==> src/rtl/y86_pipe_stage_reg_pkg.sv <==
// Shared types and helpers for the Y86 pipeline stage register.
// Holds the stage-mode encoding and the stall/bubble priority decode.
package y86_pipe_stage_reg_pkg;

    localparam int unsigned MODE_W = 2;

    typedef enum logic [MODE_W-1:0] {
        MODE_LOAD   = 2'd0,
        MODE_STALL  = 2'd1,
        MODE_BUBBLE = 2'd2
    } stage_mode_e;

    // A bubble overrides a stall; otherwise the stage either holds or loads.
    function automatic stage_mode_e decode_mode(input logic stall, input logic bubble);
        stage_mode_e mode;
        if (bubble) begin
            mode = MODE_BUBBLE;
        end else if (stall) begin
            mode = MODE_STALL;
        end else begin
            mode = MODE_LOAD;
        end
        return mode;
    endfunction

endpackage

==> src/rtl/y86_pipe_stage_reg_sat_counter.sv <==
// Saturating event counter with synchronous clear.
// Ports: clk_i, rst_n_i (async active-low), clr_i (sync clear, beats inc_i),
//        inc_i (count one event), cnt_o (count, sticks at all-ones).
module sat_counter
    import y86_pipe_stage_reg_pkg::*;
#(
    parameter int unsigned W = 32
) (
    input  logic         clk_i,
    input  logic         rst_n_i,
    input  logic         clr_i,
    input  logic         inc_i,
    output logic [W-1:0] cnt_o
);

    // Clear wins over a same-cycle increment; never wrap past all-ones.
    always_ff @(posedge clk_i or negedge rst_n_i) begin
        if (!rst_n_i) begin
            cnt_o <= '0;
        end else if (clr_i) begin
            cnt_o <= '0;
        end else if (inc_i && (cnt_o != {W{1'b1}})) begin
            cnt_o <= cnt_o + W'(1);
        end
    end

endmodule

==> src/rtl/y86_pipe_stage_reg.sv <==
// Generic Y86 pipeline stage register with stall/bubble control and
// saturating stall/bubble performance counters.
// Ports: clk_i, rst_n_i (async active-low); stall_i, bubble_i (bubble wins);
//        valid_i, stat_i, data_i (upstream slot); cnt_clr_i (clear counters);
//        stat_o, data_o, valid_o, is_bubble_o (registered slot);
//        stall_cnt_o, bubble_cnt_o (saturating counters).
module y86_pipe_stage_reg
    import y86_pipe_stage_reg_pkg::*;
#(
    parameter int unsigned        DATA_W           = 64,
    parameter int unsigned        STAT_W           = 3,
    parameter logic [DATA_W-1:0]  BUBBLE_PAYLOAD   = '0,
    parameter logic [STAT_W-1:0]  STAT_RST         = STAT_W'(1),
    parameter bit                 BUBBLE_KEEP_STAT = 1'b1,
    parameter logic [STAT_W-1:0]  STAT_BUBBLE      = STAT_W'(1),
    parameter int unsigned        CNT_W            = 32
) (
    input  logic              clk_i,
    input  logic              rst_n_i,
    input  logic              stall_i,
    input  logic              bubble_i,
    input  logic              valid_i,
    input  logic [STAT_W-1:0] stat_i,
    input  logic [DATA_W-1:0] data_i,
    input  logic              cnt_clr_i,
    output logic [STAT_W-1:0] stat_o,
    output logic [DATA_W-1:0] data_o,
    output logic              valid_o,
    output logic              is_bubble_o,
    output logic [CNT_W-1:0]  stall_cnt_o,
    output logic [CNT_W-1:0]  bubble_cnt_o
);

    stage_mode_e       mode;
    logic [DATA_W-1:0] data_nxt;
    logic [STAT_W-1:0] stat_nxt;
    logic              valid_nxt;
    logic              bub_nxt;
    logic              stall_inc;
    logic              bubble_inc;

    // Next-slot selection; defaults hold the current contents.
    always_comb begin
        mode       = decode_mode(stall_i, bubble_i);
        data_nxt   = data_o;
        stat_nxt   = stat_o;
        valid_nxt  = valid_o;
        bub_nxt    = is_bubble_o;
        stall_inc  = 1'b0;
        bubble_inc = 1'b0;
        case (mode)
            MODE_BUBBLE: begin
                data_nxt   = BUBBLE_PAYLOAD;
                stat_nxt   = BUBBLE_KEEP_STAT ? stat_i : STAT_BUBBLE;
                valid_nxt  = 1'b0;
                bub_nxt    = 1'b1;
                bubble_inc = 1'b1;
            end
            MODE_STALL: begin
                stall_inc = 1'b1;
            end
            default: begin
                // A load with valid_i low still latches data: a squashed slot, not a bubble.
                data_nxt  = data_i;
                stat_nxt  = stat_i;
                valid_nxt = valid_i;
                bub_nxt   = 1'b0;
            end
        endcase
    end

    // Slot register; reset leaves the stage looking like an injected bubble.
    always_ff @(posedge clk_i or negedge rst_n_i) begin
        if (!rst_n_i) begin
            data_o      <= BUBBLE_PAYLOAD;
            stat_o      <= STAT_RST;
            valid_o     <= 1'b0;
            is_bubble_o <= 1'b1;
        end else begin
            data_o      <= data_nxt;
            stat_o      <= stat_nxt;
            valid_o     <= valid_nxt;
            is_bubble_o <= bub_nxt;
        end
    end

    sat_counter #(.W(CNT_W)) u_stall_cnt (
        .clk_i   (clk_i),
        .rst_n_i (rst_n_i),
        .clr_i   (cnt_clr_i),
        .inc_i   (stall_inc),
        .cnt_o   (stall_cnt_o)
    );

    sat_counter #(.W(CNT_W)) u_bubble_cnt (
        .clk_i   (clk_i),
        .rst_n_i (rst_n_i),
        .clr_i   (cnt_clr_i),
        .inc_i   (bubble_inc),
        .cnt_o   (bubble_cnt_o)
    );

endmodule
==> config.mk <==
export PLATFORM = sky130hd
export DESIGN_NAME = y86_pipe_stage_reg
export DESIGN_NICKNAME = d
export VERILOG_FILES = /design/src/rtl/y86_pipe_stage_reg_pkg.sv /design/src/rtl/y86_pipe_stage_reg_sat_counter.sv /design/src/rtl/y86_pipe_stage_reg.sv
export SDC_FILE = /design/constraint.sdc
export NUM_CORES = 1
export LEC_CHECK = 0
export BUFFER_PORTS_ARGS = -buffer_cell sky130_fd_sc_hd__buf_2
export CAP_MARGIN = 5
export CORE_ASPECT_RATIO = 0.9
export CORE_MARGIN = 3
export CORE_UTILIZATION = 35
export CTS_CLUSTER_SIZE = 30
export DETAILED_ROUTE_END_ITERATION = 16
export SLEW_MARGIN = 20
export SYNTH_ARGS = -nofsm -noshare
export SYNTH_HDL_FRONTEND = slang
export SYNTH_HIERARCHICAL = 1
export SYNTH_SLANG_ARGS = --single-unit
==> constraint.sdc <==
create_clock -name clk_i -period 3 [get_ports clk_i]
set_input_delay 0.3 -clock clk_i [delete_from_list [all_inputs] [get_ports clk_i]]
set_output_delay 0.3 -clock clk_i [all_outputs]
set_load 0.1 [all_outputs]
After elaboration in Yosys (flattened, before gate mapping)
Cells that the tools add are included.

Register bits: 133.

Add/sub/neg operators: 2. Eq/ne operators: 4. Muxes and demuxes: 11. Reduce and logical (&&, ||, !) cells: 4.

Operators by type and width (number): 32-bit 2-to-1 mux (4); 64-bit case mux with 2 select lines (1); 32-bit by 1-bit adder with 32-bit output (second input constant) (2); 32-bit inequality test (second input constant) (2); 1-bit case mux with 2 select lines (2); 2-bit nonzero test (2); 1-bit 2-to-1 mux (3); 2-bit by 1-bit == test with 1-bit output (second input constant) (1); 2-bit == test (second input constant) (1); 1-bit logical AND (2); 2-bit 2-to-1 mux (1).

Longest topological paths before layout
Gate-level depths: netlist (run 1).

Word-level depth: 7. Mapped depth: 9.

By module
The synthesis (run 1) kept the hierarchy.

By module, submodules not included: y86_pipe_stage_reg (instances 1, cells an instance 220, area each 2844.0 µm²); sat_counter at u_stall_cnt (instances 1, cells an instance 198, area each 1854.3 µm²); sat_counter at u_bubble_cnt (instances 1, cells an instance 194, area each 1810.5 µm²).

Least setup slack after synthesis (run 1)
Ideal clock, no wire load.

Path kind: register to register. Start point: register u_bubble_cnt.cnt_o[26]. End point: register u_bubble_cnt.cnt_o[15]. Arrival time: 2.760 ns. Slack: 0.108 ns. Cell stages (with the launch flop): 7. Buffers on the path: 1. Period minus slack after synthesis: 2.892 ns. Cells stage by stage: dfrtp_1 nand4_1 or4_4 o311ai_0 buf_4 xor2_1 nor2_1.

Longest elaborated chain between the ends: 3.

RTL lines: from (decl) (RTL line y86_pipe_stage_reg_sat_counter.sv:13) `output logic [W-1:0] cnt_o`; from (signal assigned) (RTL line y86_pipe_stage_reg_sat_counter.sv:23) `cnt_o <= cnt_o + W'(1);`; 32-bit inequality test (RTL line y86_pipe_stage_reg_sat_counter.sv:22) `end else if (inc_i && (cnt_o != {W{1'b1}})) begin`; 1-bit logical AND (RTL line y86_pipe_stage_reg_sat_counter.sv:22); 2-bit nonzero test (no line).

Every way passes these cells. A chain may end at the register's enable or synchronous reset.

Worst setup path after layout (run 1)
Start point: register u_bubble_cnt.cnt_o[26]. End point: register u_bubble_cnt.cnt_o[16].

The elaborated chain is that of the path after synthesis.

==> run_results.csv, run 1 <==
group,metric,value,unit
sta,fin_worst_skew,0.007003,ns
critical_path,timing.rr.end,"u_bubble_cnt/cnt_o[16]$_DFFE_PN0P_",
worst_hold_path,hold_path.class,"in2reg",
layout,filler_cell_count,1752,
power,finalPower,4.661,mW
detailed_routing,drc_errors,0,
detailed_routing,via_per_inst,4.956,
sta,final_cycle_share,0.8184,
synth,synthFlopType,"sky130_fd_sc_hd__dfrtp_1",
synth,seq_area_frac_synth,0.5117,
sta,period_needed,2.455,ns
detailed_routing,route.vias.total,5303,
floorplanning,floorplan.core_area,0.01796,mm^2
global_route,globalRouteTotalUtil,0.1614,
critical_path,reg2regPathDepth,5,
synth,synth_cell_types,58,
sta,totalNegativeSetupSlack,0,ns
synth,synthesis.yosys.warnings,6,
critical_path,endpoint_class_of_the_critical_path,"register",
layout,n_antenna_cell,0,
synth,postSynthNetCount,687,
worst_hold_path,hold_depth,2,
clock_network,clk_path_buf_depth,2,
layout,mostFrequentLayoutCell,"sky130_fd_sc_hd__buf_2",
synth,syn_area_per_cell,10.64,um^2
clock_network,clock_tree_from_tritoncts,"yes",
detailed_routing,routed_wirelength,16630,um
sta,setup_viol_count_final,0,
critical_path,critical_path_buf_inv_count,0,
floorplanning,floorplan.rows,46,
global_route,pin_count_of_the_biggest_net_entering_global_routing,67,
critical_path,arr_time_crit_path,2.75,ns
status,status,"finished, final reports clean",
placement,detailed_place_hpwl,12030,um
synth,postSynthCellCount,612,
floorplanning,boundaryPins,206,
critical_path,crit_cells,5,
global_route,overflow,0,
layout,nNetsFinal,892,
run,timing.max_cap.violations,0,
layout,multiInputGateArea,0.002905,mm^2
sta,max_slew_headroom_at_the_worst_pin,0.2561,
critical_path,reg2reg_slack,0.54,ns
floorplanning,fp.dieW,149.7,um
sta,hold_viol,0,
critical_path,cp_data_required_time,3.29,ns
global_route,grt_first_pass_wirelength,26100,um
critical_path,crit_path_max_fanout,8,
sta,slew_at_the_pin_closest_to_its_max_slew_limit,1.116,ns
clock_network,clk_pin_slew,0.06,ns
layout,final_layout_size_suffix_gt1_frac,0.3337,
sta,rsz_0062_raised_after_global_routing,"false",
power,worst_ir_drop_vdd,0.3544,mV
clock_network,cts_inserted_buffers,17,
floorplanning,floorplan.die.height,135.4,um
sta,slew_violations,0,
critical_path,critical_path.top_delay_family,"simple AND/OR/NAND/NOR gates",
global_route,antenna_found_initial,0,
layout,most-common-layout-cells,"sky130_fd_sc_hd__buf_2 (203), sky130_fd_sc_hd__dfrtp_1 (131), sky130_fd_sc_hd__nor2_1 (110), sky130_fd_sc_hd__mux2i_1 (67), sky130_fd_sc_hd__a21oi_1 (29)",
placement,place_congestion,0.8350,
sta,fmaxAchievable,407.3,MHz
floorplanning,initial_utilization,0.3625,
critical_path,timing.critical_path.mode_cell,"sky130_fd_sc_hd__nand4_1",
critical_path,crit_slowest_cell,"sky130_fd_sc_hd__nor4_1",
placement,numPortBuffers,205,
detailed_routing,routed_wire_length_per_instance,15.54,um
worst_hold_path,worstHoldStart,"stat_i[2]",
power,cellPowerDensity,564.1,mW/mm^2
detailed_routing,detail_route.iter0.violations,261,
layout,layout.area.seq,0.003331,mm^2
critical_path,worst_r2r_startpoint,"u_bubble_cnt/cnt_o[26]$_DFFE_PN0P_",
worst_hold_path,whs_endpoint,"stat_o[2]$_DFFE_PN0N_",
critical_path,worst_path_largest_cell_delay,0.73,ns
synth,synth.cell_area,0.006509,mm^2
detailed_routing,ant_nets,0,
critical_path,crit_path_cell_trace,"nand4_1 -> nor4_1 -> a21oi_1 -> nand4_1 -> mux2_2",
clock_network,cts_root_buffer,"sky130_fd_sc_hd__clkbuf_16",
layout,layout-area-overhead-vs-synth,26.93,%
synth,asr_flop_ratio_synth,1.000,
synth,postSynthRegisterBits,133,
detailed_routing,drtPass1Iterations,4,
synth,post_synth_edffs,0,
clock_network,htreeDepth,4,
global_route,first_global_vias,4961,
floorplanning,design.die.area,0.02027,mm^2
power,power.static_leakage,4.147,nW
clock_network,tritoncts_num_sinks,133,
critical_path,critical_path.startpoint_type,"register",
critical_path,criticalPathCategory,"reg2reg",
clock_network,post_cts.resized_instances,0,
clock_network,clock_insertion_delay_worst_skew,0.41,ns
-- report_power, final --
group,leakage (nW),switching [mW],internal [mW]
Combinational,2.08,0.614,0.148
Sequential,1.80,0.0328,1.85
Clock,0.271,0.847,1.16
Total,4.15,1.49,3.17
-- repair_timing --
item,in CTS,in global routing
hold buffers,1,0
setup buffers,0,0
setup endpoints to repair,0,0
hold endpoints to repair,59,0
-- synth_stat cells (2+ instances only) --
library cell	instances	area, um^2
sky130_fd_sc_hd__and4_1	2	17.52
sky130_fd_sc_hd__buf_12	5	100.1
sky130_fd_sc_hd__and3_1	13	81.33
sky130_fd_sc_hd__ha_1	2	25.02
sky130_fd_sc_hd__nor2_1	110	412.9
sky130_fd_sc_hd__nor2b_1	8	50.05
sky130_fd_sc_hd__o31ai_1	5	37.54
sky130_fd_sc_hd__a21oi_1	29	145.1
sky130_fd_sc_hd__or4_4	2	22.52
sky130_fd_sc_hd__clkbuf_1	11	41.29
sky130_fd_sc_hd__a211oi_1	5	37.54
sky130_fd_sc_hd__or4_1	6	45.04
sky130_fd_sc_hd__mux2i_1	67	670.6
sky130_fd_sc_hd__a311oi_1	2	17.52
sky130_fd_sc_hd__buf_2	6	30.03
sky130_fd_sc_hd__buf_4	5	37.54
sky130_fd_sc_hd__o21ai_0	18	90.09
sky130_fd_sc_hd__nor4_1	10	62.56
sky130_fd_sc_hd__nand2b_1	2	12.51
sky130_fd_sc_hd__a31o_2	3	26.28
sky130_fd_sc_hd__a41o_1	2	20.02
sky130_fd_sc_hd__nand4_2	2	25.02
sky130_fd_sc_hd__nand2_1	23	86.33
sky130_fd_sc_hd__xor2_1	7	61.31
sky130_fd_sc_hd__nand3b_1	2	15.01
sky130_fd_sc_hd__nor3_1	8	40.04
sky130_fd_sc_hd__inv_1	11	41.29
sky130_fd_sc_hd__mux2_2	10	112.6
sky130_fd_sc_hd__dfrtp_1	131	3278
sky130_fd_sc_hd__a21o_1	4	30.03
sky130_fd_sc_hd__nand4_1	13	81.33
sky130_fd_sc_hd__or3_1	18	112.6
sky130_fd_sc_hd__buf_6	2	22.52
sky130_fd_sc_hd__nor4_2	2	25.02
sky130_fd_sc_hd__dfstp_2	2	52.55
sky130_fd_sc_hd__xnor2_1	16	140.1
sky130_fd_sc_hd__and2_1	5	31.28
sky130_fd_sc_hd__nand3_1	23	115.1
-- flip-flops by register name, indices dropped and copies added (netlist names) --
| name | cells |
|---|---|
| u_bubble_cnt/cnt_o | 32 |
| is_bubble_o | 1 |
| valid_o | 1 |
| u_stall_cnt/cnt_o | 32 |
| data_o | 64 |
| stat_o | 3 |
-- metrics by stage --
step,cell area [um^2],hold WS [ns],setup WS [ns],instances,util
floorplan,6509,0.004409,0.1078,612,-
global placement,7680,0.3261,0.6892,1037,0.4277
detailed placement,7680,0.3250,0.6285,1037,0.4277
CTS,8262,0.09428,0.6002,1070,0.4601
global route,8262,0.1069,0.4368,1070,0.4601
finish,8262,0.1186,0.5449,1070,0.4601
-- cell families after synthesis --
kind of cell	after synthesis	share of synthesized area
xor+xnor	23	0.03095
mux	78	0.1226
buf+inv	40	0.04191
flops	133	0.5117
simple gates	257	0.2042
fa+ha+maj	2	0.003844
compound gates	79	0.08478
-- metal layers --
layer / wire length [um] / part of all wire / GRT usage
met1: 7817 / 0.47 / 0.2225
met2: 7389 / 0.44 / 0.2500
met3: 1232 / 0.074 / 0.04885
met4: 186 / 0.011 / 0.04116
met5: 0 / 0 / 0
-- worst max path at each step --
stage	from	endpoint	slack, ns
2_1_floorplan	u_bubble_cnt/cnt_o[26]$_DFFE_PN0P_	u_bubble_cnt/cnt_o[15]$_DFFE_PN0P_	0.11
3_3_place_gp	bubble_i	u_stall_cnt/cnt_o[31]$_DFFE_PN0P_	0.69
3_5_place_dp	u_bubble_cnt/cnt_o[26]$_DFFE_PN0P_	u_bubble_cnt/cnt_o[16]$_DFFE_PN0P_	0.63
4_1_cts	u_bubble_cnt/cnt_o[26]$_DFFE_PN0P_	u_bubble_cnt/cnt_o[16]$_DFFE_PN0P_	0.60
5_1_grt	u_bubble_cnt/cnt_o[26]$_DFFE_PN0P_	u_bubble_cnt/cnt_o[16]$_DFFE_PN0P_	0.44
6_report	u_bubble_cnt/cnt_o[26]$_DFFE_PN0P_	u_bubble_cnt/cnt_o[16]$_DFFE_PN0P_	0.54
-- layout make-up --
cell class | instances | area share
Sequential cell | 133 | 0.4031
Tap cell | 240 | 0.03635
Multi-Input combinational cell | 439 | 0.3517
Inverter | 11 | 0.004998
Clock inverter | 14 | 0.01726
Clock buffer | 18 | 0.05195
Timing Repair Buffer | 215 | 0.1346
Power figures use the tool's default switching activity.
==> inputs of run 2 (changes only) <==
==> constraint.sdc (replaced) <==
create_clock -name clk_i -period 2.5 [get_ports clk_i]
set_input_delay 0.25 -clock clk_i [delete_from_list [all_inputs] [get_ports clk_i]]
set_output_delay 0.25 -clock clk_i [all_outputs]
set_load 0.1 [all_outputs]
==> run 2 against run 1 <==
  * Routed wire length up 1.8%
  * Setup slack worse by 0.27 ns
  * Utilization up 0.95 points
  * Clock power up 27%
  * Flip-flop and latch count unchanged
  * Die area unchanged
  * Via count up 1.2%
  * Largest power group unchanged
==> run_results.csv, run 2 (synthesis gave the netlist of run 1 again) <==
group,metric,value,unit
floorplanning,fp.dieW,149.7,um
global_route,globalRouteTotalUtil,0.1660,
sta,max_slew_headroom_at_the_worst_pin,0.2812,
critical_path,reg2reg_slack,0.28,ns
detailed_routing,maxUsedRoutingLayer,"met4",
sta,worst_slack,0.2751,ns
placement,place_congestion,0.8370,
layout,final_layout_size_suffix_gt1_frac,0.4043,
sta,final_cycle_share,0.8899,
power,cellPowerDensity,680.2,mW/mm^2
clock_network,post_cts.resized_instances,0,
sta,slew_at_the_pin_closest_to_its_max_slew_limit,1.078,ns
clock_network,clk_path_buf_depth,2,
detailed_routing,routed_wirelength,16930,um
layout,layout.area.seq,0.003406,mm^2
clock_network,clock_tree_from_tritoncts,"yes",
global_route,grt_first_pass_wirelength,26890,um
global_route,pin_count_of_the_biggest_net_entering_global_routing,67,
placement,placedInstanceArea,0.007820,mm^2
sta,hold_viol,0,
detailed_routing,met2_length,7425,um
placement,place_inst,1044,
critical_path,critPathLaunch,"u_stall_cnt/cnt_o[0]$_DFFE_PN0P_",
floorplanning,floorplan.die.height,135.4,um
critical_path,endpoint_class_of_the_critical_path,"register",
critical_path,setup_crit_end,"u_stall_cnt/cnt_o[29]$_DFFE_PN0P_",
layout,biggestRegsByFlops,"data_o: 64 flops, u_bubble_cnt/cnt_o: 32 flops, u_stall_cnt/cnt_o: 32 flops",
critical_path,crit_path_max_fanout,19,
layout,filler_cell_count,1726,
critical_path,criticalPathCategory,"reg2reg",
floorplanning,boundaryPins,206,
critical_path,arr_time_crit_path,2.52,ns
detailed_routing,detail_route.iter0.violations,191,
floorplanning,floorplan.core_area,0.01796,mm^2
power,power.static_leakage,4.115,nW
floorplanning,initial_utilization,0.3625,
detailed_routing,m1WireLength,7940,um
critical_path,reg2regPathDepth,6,
layout,multiInputGateArea,0.002905,mm^2
layout,mostFrequentLayoutCell,"sky130_fd_sc_hd__buf_2",
layout,layout-area-overhead-vs-synth,29.55,%
sta,rsz_0062_raised_after_global_routing,"false",
placement,detailed_place_hpwl,12230,um
critical_path,timing.rr.end,"u_stall_cnt/cnt_o[29]$_DFFE_PN0P_",
clock_network,clk_pin_slew,0.06,ns
layout,n_antenna_cell,0,
layout,fin_cells,1076,
layout,nNetsFinal,899,
detailed_routing,ant_nets,0,
layout,max_flop_register,"data_o",
placement,pre_cts_slack,0.2812,ns
sta,slew_violations,0,
detailed_routing,met3WireLength,1305,um
sta,totalNegativeSetupSlack,0,ns
critical_path,critical_path_buf_inv_count,0,
critical_path,cp_data_required_time,2.80,ns
global_route,antenna_found_initial,0,
sta,fin_hold_ws,0.06559,ns
detailed_routing,drc_errors,0,
clock_network,clock_insertion_delay_worst_skew,0.42,ns
detailed_routing,routed_wire_length_per_instance,15.74,um
clock_network,tritoncts_num_sinks,133,
floorplanning,floorplan.rows,46,
sta,period_needed,2.225,ns
clock_network,cts_inserted_buffers,17,
clock_network,htreeDepth,4,
clock_network,cts_root_buffer,"sky130_fd_sc_hd__clkbuf_16",
sta,fmaxAchievable,449.5,MHz
global_route,first_global_vias,5137,
critical_path,crit_path_cell_trace,"ha_1 -> nand4_1 -> nor4_2 -> a21o_1 -> nor4_1 -> mux2_2",
critical_path,crit_slowest_cell,"sky130_fd_sc_hd__dfrtp_2",
power,worst_ir_drop_vdd,0.4212,mV
critical_path,worst_r2r_startpoint,"u_stall_cnt/cnt_o[0]$_DFFE_PN0P_",
layout,finalInstanceArea,0.008432,mm^2
detailed_routing,via_per_inst,4.990,
critical_path,worst_path_largest_cell_delay,0.44,ns
clock_network,postCtsSetupBuffers,0,
detailed_routing,route.vias.total,5369,
floorplanning,design.die.area,0.02027,mm^2
detailed_routing,drtPass1Iterations,4,
status,status,"finished, final reports clean",
sta,fin_worst_skew,0.009218,ns
layout,most-common-layout-cells,"sky130_fd_sc_hd__buf_2 (203), sky130_fd_sc_hd__nor2_1 (110), sky130_fd_sc_hd__dfrtp_1 (77), sky130_fd_sc_hd__mux2i_1 (67), sky130_fd_sc_hd__dfrtp_2 (51)",
critical_path,critical_path.startpoint_type,"register",
critical_path,crit_cells,6,
critical_path,critical_path.top_delay_family,"simple AND/OR/NAND/NOR gates",
sta,setup_viol_count_final,0,
layout,largest_register_ff_count,64,
placement,numPortBuffers,205,
global_route,overflow,0,
run,timing.max_cap.violations,0,
worst_hold_path,hold_path.class,"in2reg",
## run 2: changes by cell type in the layout (fill, tap and decap cells not counted)
cell,change
sky130_fd_sc_hd__dfrtp_1,-54
sky130_fd_sc_hd__dfrtp_2,+51
sky130_fd_sc_hd__buf_4,+6
sky130_fd_sc_hd__dfrtp_4,+3
sky130_fd_sc_hd__inv_6,-3
sky130_fd_sc_hd__bufinv_16,+2
sky130_fd_sc_hd__clkinv_2,+2
sky130_fd_sc_hd__buf_12,+1
sky130_fd_sc_hd__clkbuf_1,-1
sky130_fd_sc_hd__clkinv_4,+1
sky130_fd_sc_hd__clkinvlp_4,-1
sky130_fd_sc_hd__inv_8,-1
## run 2: what timing repair did
item | CTS | global route
endpoints found under the setup margin | 0 | 0
hold endpoints to repair | 51 | 0
hold buffers | 1 | 0
## run 2: final cells by class
class | count | area share
Clock inverter | 14 | 0.02092
Multi-Input combinational cell | 439 | 0.3446
Timing Repair Buffer | 222 | 0.1396
Clock buffer | 17 | 0.05045
Inverter | 11 | 0.004897
Tap cell | 240 | 0.03561
Sequential cell | 133 | 0.4039
## run 2: layer usage
layer  GRT usage  vias to the layer above
li1            -                     2617
met1      0.2307                     2546
met2      0.2480                      186
met3     0.04885                       20
met4     0.05742                        0
met5           0                        -
## run 2: how the worst min path moves through the flow
stage | from | cells past startpoint | endpoint
after floorplan | rst_n_i | 0 | data_o[0]$_DFFE_PN0N_
after global placement | rst_n_i | 1 | data_o[33]$_DFFE_PN0N_
after detailed placement | rst_n_i | 1 | data_o[33]$_DFFE_PN0N_
after CTS | data_i[8] | 3 | data_o[8]$_DFFE_PN0N_
after global routing | data_i[24] | 3 | data_o[24]$_DFFE_PN0N_
final | stat_i[1] | 2 | stat_o[1]$_DFFE_PN0N_
## run 2: power breakdown
group	internal (mW)	switching, mW	leakage [nW]
Sequential	2.23	0.0385	1.71
Combinational	0.181	0.740	2.12
Clock	1.57	0.977	0.290
## run 2: per-stage QoR
step                power, mW  utilization
detailed placement      3.233       0.4355
finish                  5.735       0.4696
global route            5.978       0.4696
floorplan               3.012            -
global placement        3.228       0.4355
CTS                     5.822       0.4696
==> inputs of run 3 (changes only) <==
--- a/config.mk
+++ b/config.mk
@@ -12,6 +12,7 @@
 export CORE_UTILIZATION = 35
 export CTS_CLUSTER_SIZE = 30
 export DETAILED_ROUTE_END_ITERATION = 16
+export SKIP_LAST_GASP = 1
 export SLEW_MARGIN = 20
 export SYNTH_ARGS = -nofsm -noshare
 export SYNTH_HDL_FRONTEND = slang
==> constraint.sdc (replaced) <==
create_clock -name clk_i -period 2.7 [get_ports clk_i]
set_input_delay 0.27 -clock clk_i [delete_from_list [all_inputs] [get_ports clk_i]]
set_output_delay 0.27 -clock clk_i [all_outputs]
set_load 0.1 [all_outputs]
==> run 3 against run 2 <==
  * Clock skew is essentially flat
  * Die area is the same
  * Utilization shrank 0.29 points
  * Count of clock-buffer cells in the layout grew 1
  * Worst hold slack gained 0.024 ns
  * Routed wire length shrank 1.2%
  * Sequential power shrank 7%
  * Sequential share of layout area shrank 0.43 points
  * Setup slack gained 0.070 ns
  * Critical path depth is the same
  * Flip-flop and latch count is the same
  * Critical path type unchanged
  * Highest routed layer unchanged
==> run_results.csv, run 3 (synthesis gave the netlist of run 1 again) <==
group,metric,value,unit
status,status,"finished, final reports clean",
placement,detailed_place_hpwl,11970,um
global_route,overflow,0,
power,worst_ir_drop_vdd,0.3910,mV
critical_path,crit_slowest_cell,"sky130_fd_sc_hd__a21o_1",
floorplanning,initial_utilization,0.3625,
global_route,first_global_vias,5025,
placement,numPortBuffers,205,
floorplanning,boundaryPins,206,
layout,mostFrequentLayoutCell,"sky130_fd_sc_hd__buf_2",
sta,fmaxAchievable,424.6,MHz
power,p_switching,1.631,mW
critical_path,endpoint_class_of_the_critical_path,"register",
critical_path,arr_time_crit_path,2.65,ns
detailed_routing,drtPass1Iterations,4,
layout,nNetsFinal,893,
worst_hold_path,hold_path.class,"in2reg",
power,seqPwrFrac,0.381,
global_route,globalRouteTotalUtil,0.1628,
layout,n_antenna_cell,0,
clock_network,clock_tree_from_tritoncts,"yes",
critical_path,criticalPathCategory,"reg2reg",
run,timing.max_cap.violations,0,
power,pwr-share-comb,0.154,
global_route,antenna_found_initial,0,
sta,fin_worst_skew,0.008962,ns
sta,rsz_0062_raised_after_global_routing,"false",
floorplanning,floorplan.die.height,135.4,um
layout,post-route-util,0.4666,
layout,biggestRegsByFlops,"data_o: 64 flops, u_bubble_cnt/cnt_o: 32 flops, u_stall_cnt/cnt_o: 32 flops",
critical_path,crit_path_max_fanout,19,
critical_path,critical_path_buf_inv_count,0,
floorplanning,floorplan.core_area,0.01796,mm^2
placement,pre_cts_slack,0.3912,ns
sta,final_cycle_share,0.8723,
clock_network,clk_pin_slew,0.06,ns
sta,hold_viol,0,
clock_network,tritoncts_num_sinks,133,
detailed_routing,detail_route.iter0.violations,199,
power,cellPowerDensity,657.2,mW/mm^2
sta,setup_viol_count_final,0,
clock_network,htreeDepth,4,
power,power.static_leakage,4.175,nW
critical_path,worst_path_largest_cell_delay,0.55,ns
critical_path,critical_path.startpoint_type,"register",
worst_hold_path,worstHoldStart,"stat_i[0]",
clock_network,cts_root_buffer,"sky130_fd_sc_hd__clkbuf_16",
clock_network,cts_inserted_buffers,17,
critical_path,critical_path.top_delay_family,"simple AND/OR/NAND/NOR gates",
detailed_routing,via_per_inst,5.010,
floorplanning,floorplan.rows,46,
critical_path,timing.rr.end,"u_stall_cnt/cnt_o[31]$_DFFE_PN0P_",
floorplanning,fp.dieW,149.7,um
layout,most-common-layout-cells,"sky130_fd_sc_hd__buf_2 (203), sky130_fd_sc_hd__dfrtp_1 (117), sky130_fd_sc_hd__nor2_1 (110), sky130_fd_sc_hd__mux2i_1 (67), sky130_fd_sc_hd__a21oi_1 (29)",
layout,layout-area-overhead-vs-synth,28.74,%
power,pwr-share-clk,0.465,
global_route,pin_count_of_the_biggest_net_entering_global_routing,67,
critical_path,reg2regPathDepth,6,
critical_path,reg2reg_slack,0.34,ns
critical_path,cp_data_required_time,3.00,ns
detailed_routing,routed_wire_length_per_instance,15.62,um
worst_hold_path,whs_endpoint,"stat_o[0]$_DFFE_PN1N_",
detailed_routing,ant_nets,0,
sta,slew_at_the_pin_closest_to_its_max_slew_limit,1.129,ns
layout,final_layout_size_suffix_gt1_frac,0.3514,
placement,place_congestion,0.8019,
sta,slew_violations,0,
floorplanning,design.die.area,0.02027,mm^2
detailed_routing,drc_errors,0,
global_route,grt_first_pass_wirelength,26300,um
worst_hold_path,hold_depth,2,
clock_network,clock_insertion_delay_worst_skew,0.41,ns
critical_path,worst_r2r_startpoint,"u_stall_cnt/cnt_o[0]$_DFFE_PN0P_",
power,finalPower,5.507,mW
sta,worst_slack,0.3448,ns
detailed_routing,routed_wirelength,16730,um
detailed_routing,route.vias.total,5366,
clock_network,clk_path_buf_depth,2,
sta,max_slew_headroom_at_the_worst_pin,0.2470,
power,switching_share,0.2961,
layout,max_flop_register,"data_o",
critical_path,crit_path_cell_trace,"ha_1 -> nand4_1 -> nor4_2 -> a21o_1 -> nor4_1 -> mux2_2",
sta,period_needed,2.355,ns
power,internal_power,3.876,mW
layout,largest_register_ff_count,64,
==> run 3: worst max-delay path by stage <==
| stage | slack (ns) | depth (start not counted) | to | from |
|---|---|---|---|---|
| global route | 0.23 | 6 | u_stall_cnt/cnt_o[31]$_DFFE_PN0P_ | u_stall_cnt/cnt_o[0]$_DFFE_PN0P_ |
| detailed placement | 0.39 | 6 | u_stall_cnt/cnt_o[31]$_DFFE_PN0P_ | u_stall_cnt/cnt_o[0]$_DFFE_PN0P_ |
| finish | 0.34 | 6 | u_stall_cnt/cnt_o[31]$_DFFE_PN0P_ | u_stall_cnt/cnt_o[0]$_DFFE_PN0P_ |
| CTS | 0.37 | 6 | u_stall_cnt/cnt_o[31]$_DFFE_PN0P_ | u_stall_cnt/cnt_o[0]$_DFFE_PN0P_ |
| floorplan | -0.07 | 6 | u_bubble_cnt/cnt_o[15]$_DFFE_PN0P_ | u_bubble_cnt/cnt_o[29]$_DFFE_PN0P_ |
| global placement | 0.49 | 5 | u_bubble_cnt/cnt_o[29]$_DFFE_PN0P_ | u_bubble_cnt/cnt_o[10]$_DFFE_PN0P_ |
==> run 3: timing repair <==
action / in CTS / in global routing
setup buffers: 0 / 0
endpoints found under the setup margin: 0 / 0
endpoints found under the hold margin: 57 / 0
gates resized for setup: 0 / 0
hold buffers: 1 / 0
==> run 3: power by group through the flow <==
stage / Clock, mW / Combinational (mW) / Sequential, mW
finish: 2.56 / 0.849 / 2.10
global placement: 0 / 0.854 / 2.13
global route: 2.73 / 0.896 / 2.10
floorplan: 0 / 0.179 / 2.61
detailed placement: 0 / 0.857 / 2.13
CTS: 2.62 / 0.860 / 2.10
==> run 3: routing by layer <==
layer / vias to the layer above / wire length (um) / GRT usage
met5: - / 0 / 0
met4: 0 / 195 / 0.04421
met3: 12 / 1265 / 0.05186
met2: 183 / 7569 / 0.2497
met1: 2570 / 7697 / 0.2236
li1: 2601 / - / -
==> run 3: cell type report <==
| type | instances | area, um^2 |
|---|---|---|
| repair buffers | 216 | 1132 |
| fillers | 1720 | 9578 |
| well taps | 240 | 300.3 |
| multi-input cells | 439 | 2905 |
| inverters | 11 | 41.29 |
| clock buffers | 18 | 429.2 |
| clock inverters | 14 | 222.7 |
| flip-flops and latches | 133 | 3348 |
==> run 3: through the flow <==
| stage | area, um^2 | hold slack [ns] | setup TNS (ns) | std cells |
|---|---|---|---|---|
| 2_1_floorplan | 6526 | -0.02559 | -0.3851 | 612 |
| 3_3_place_gp | 7717 | 0.2870 | 0 | 1038 |
| 3_5_place_dp | 7717 | 0.2819 | 0 | 1038 |
| 4_1_cts | 8379 | 0.06821 | 0 | 1071 |
| 5_1_grt | 8379 | 0.07675 | 0 | 1071 |
| 6_report | 8379 | 0.08967 | 0 | 1071 |
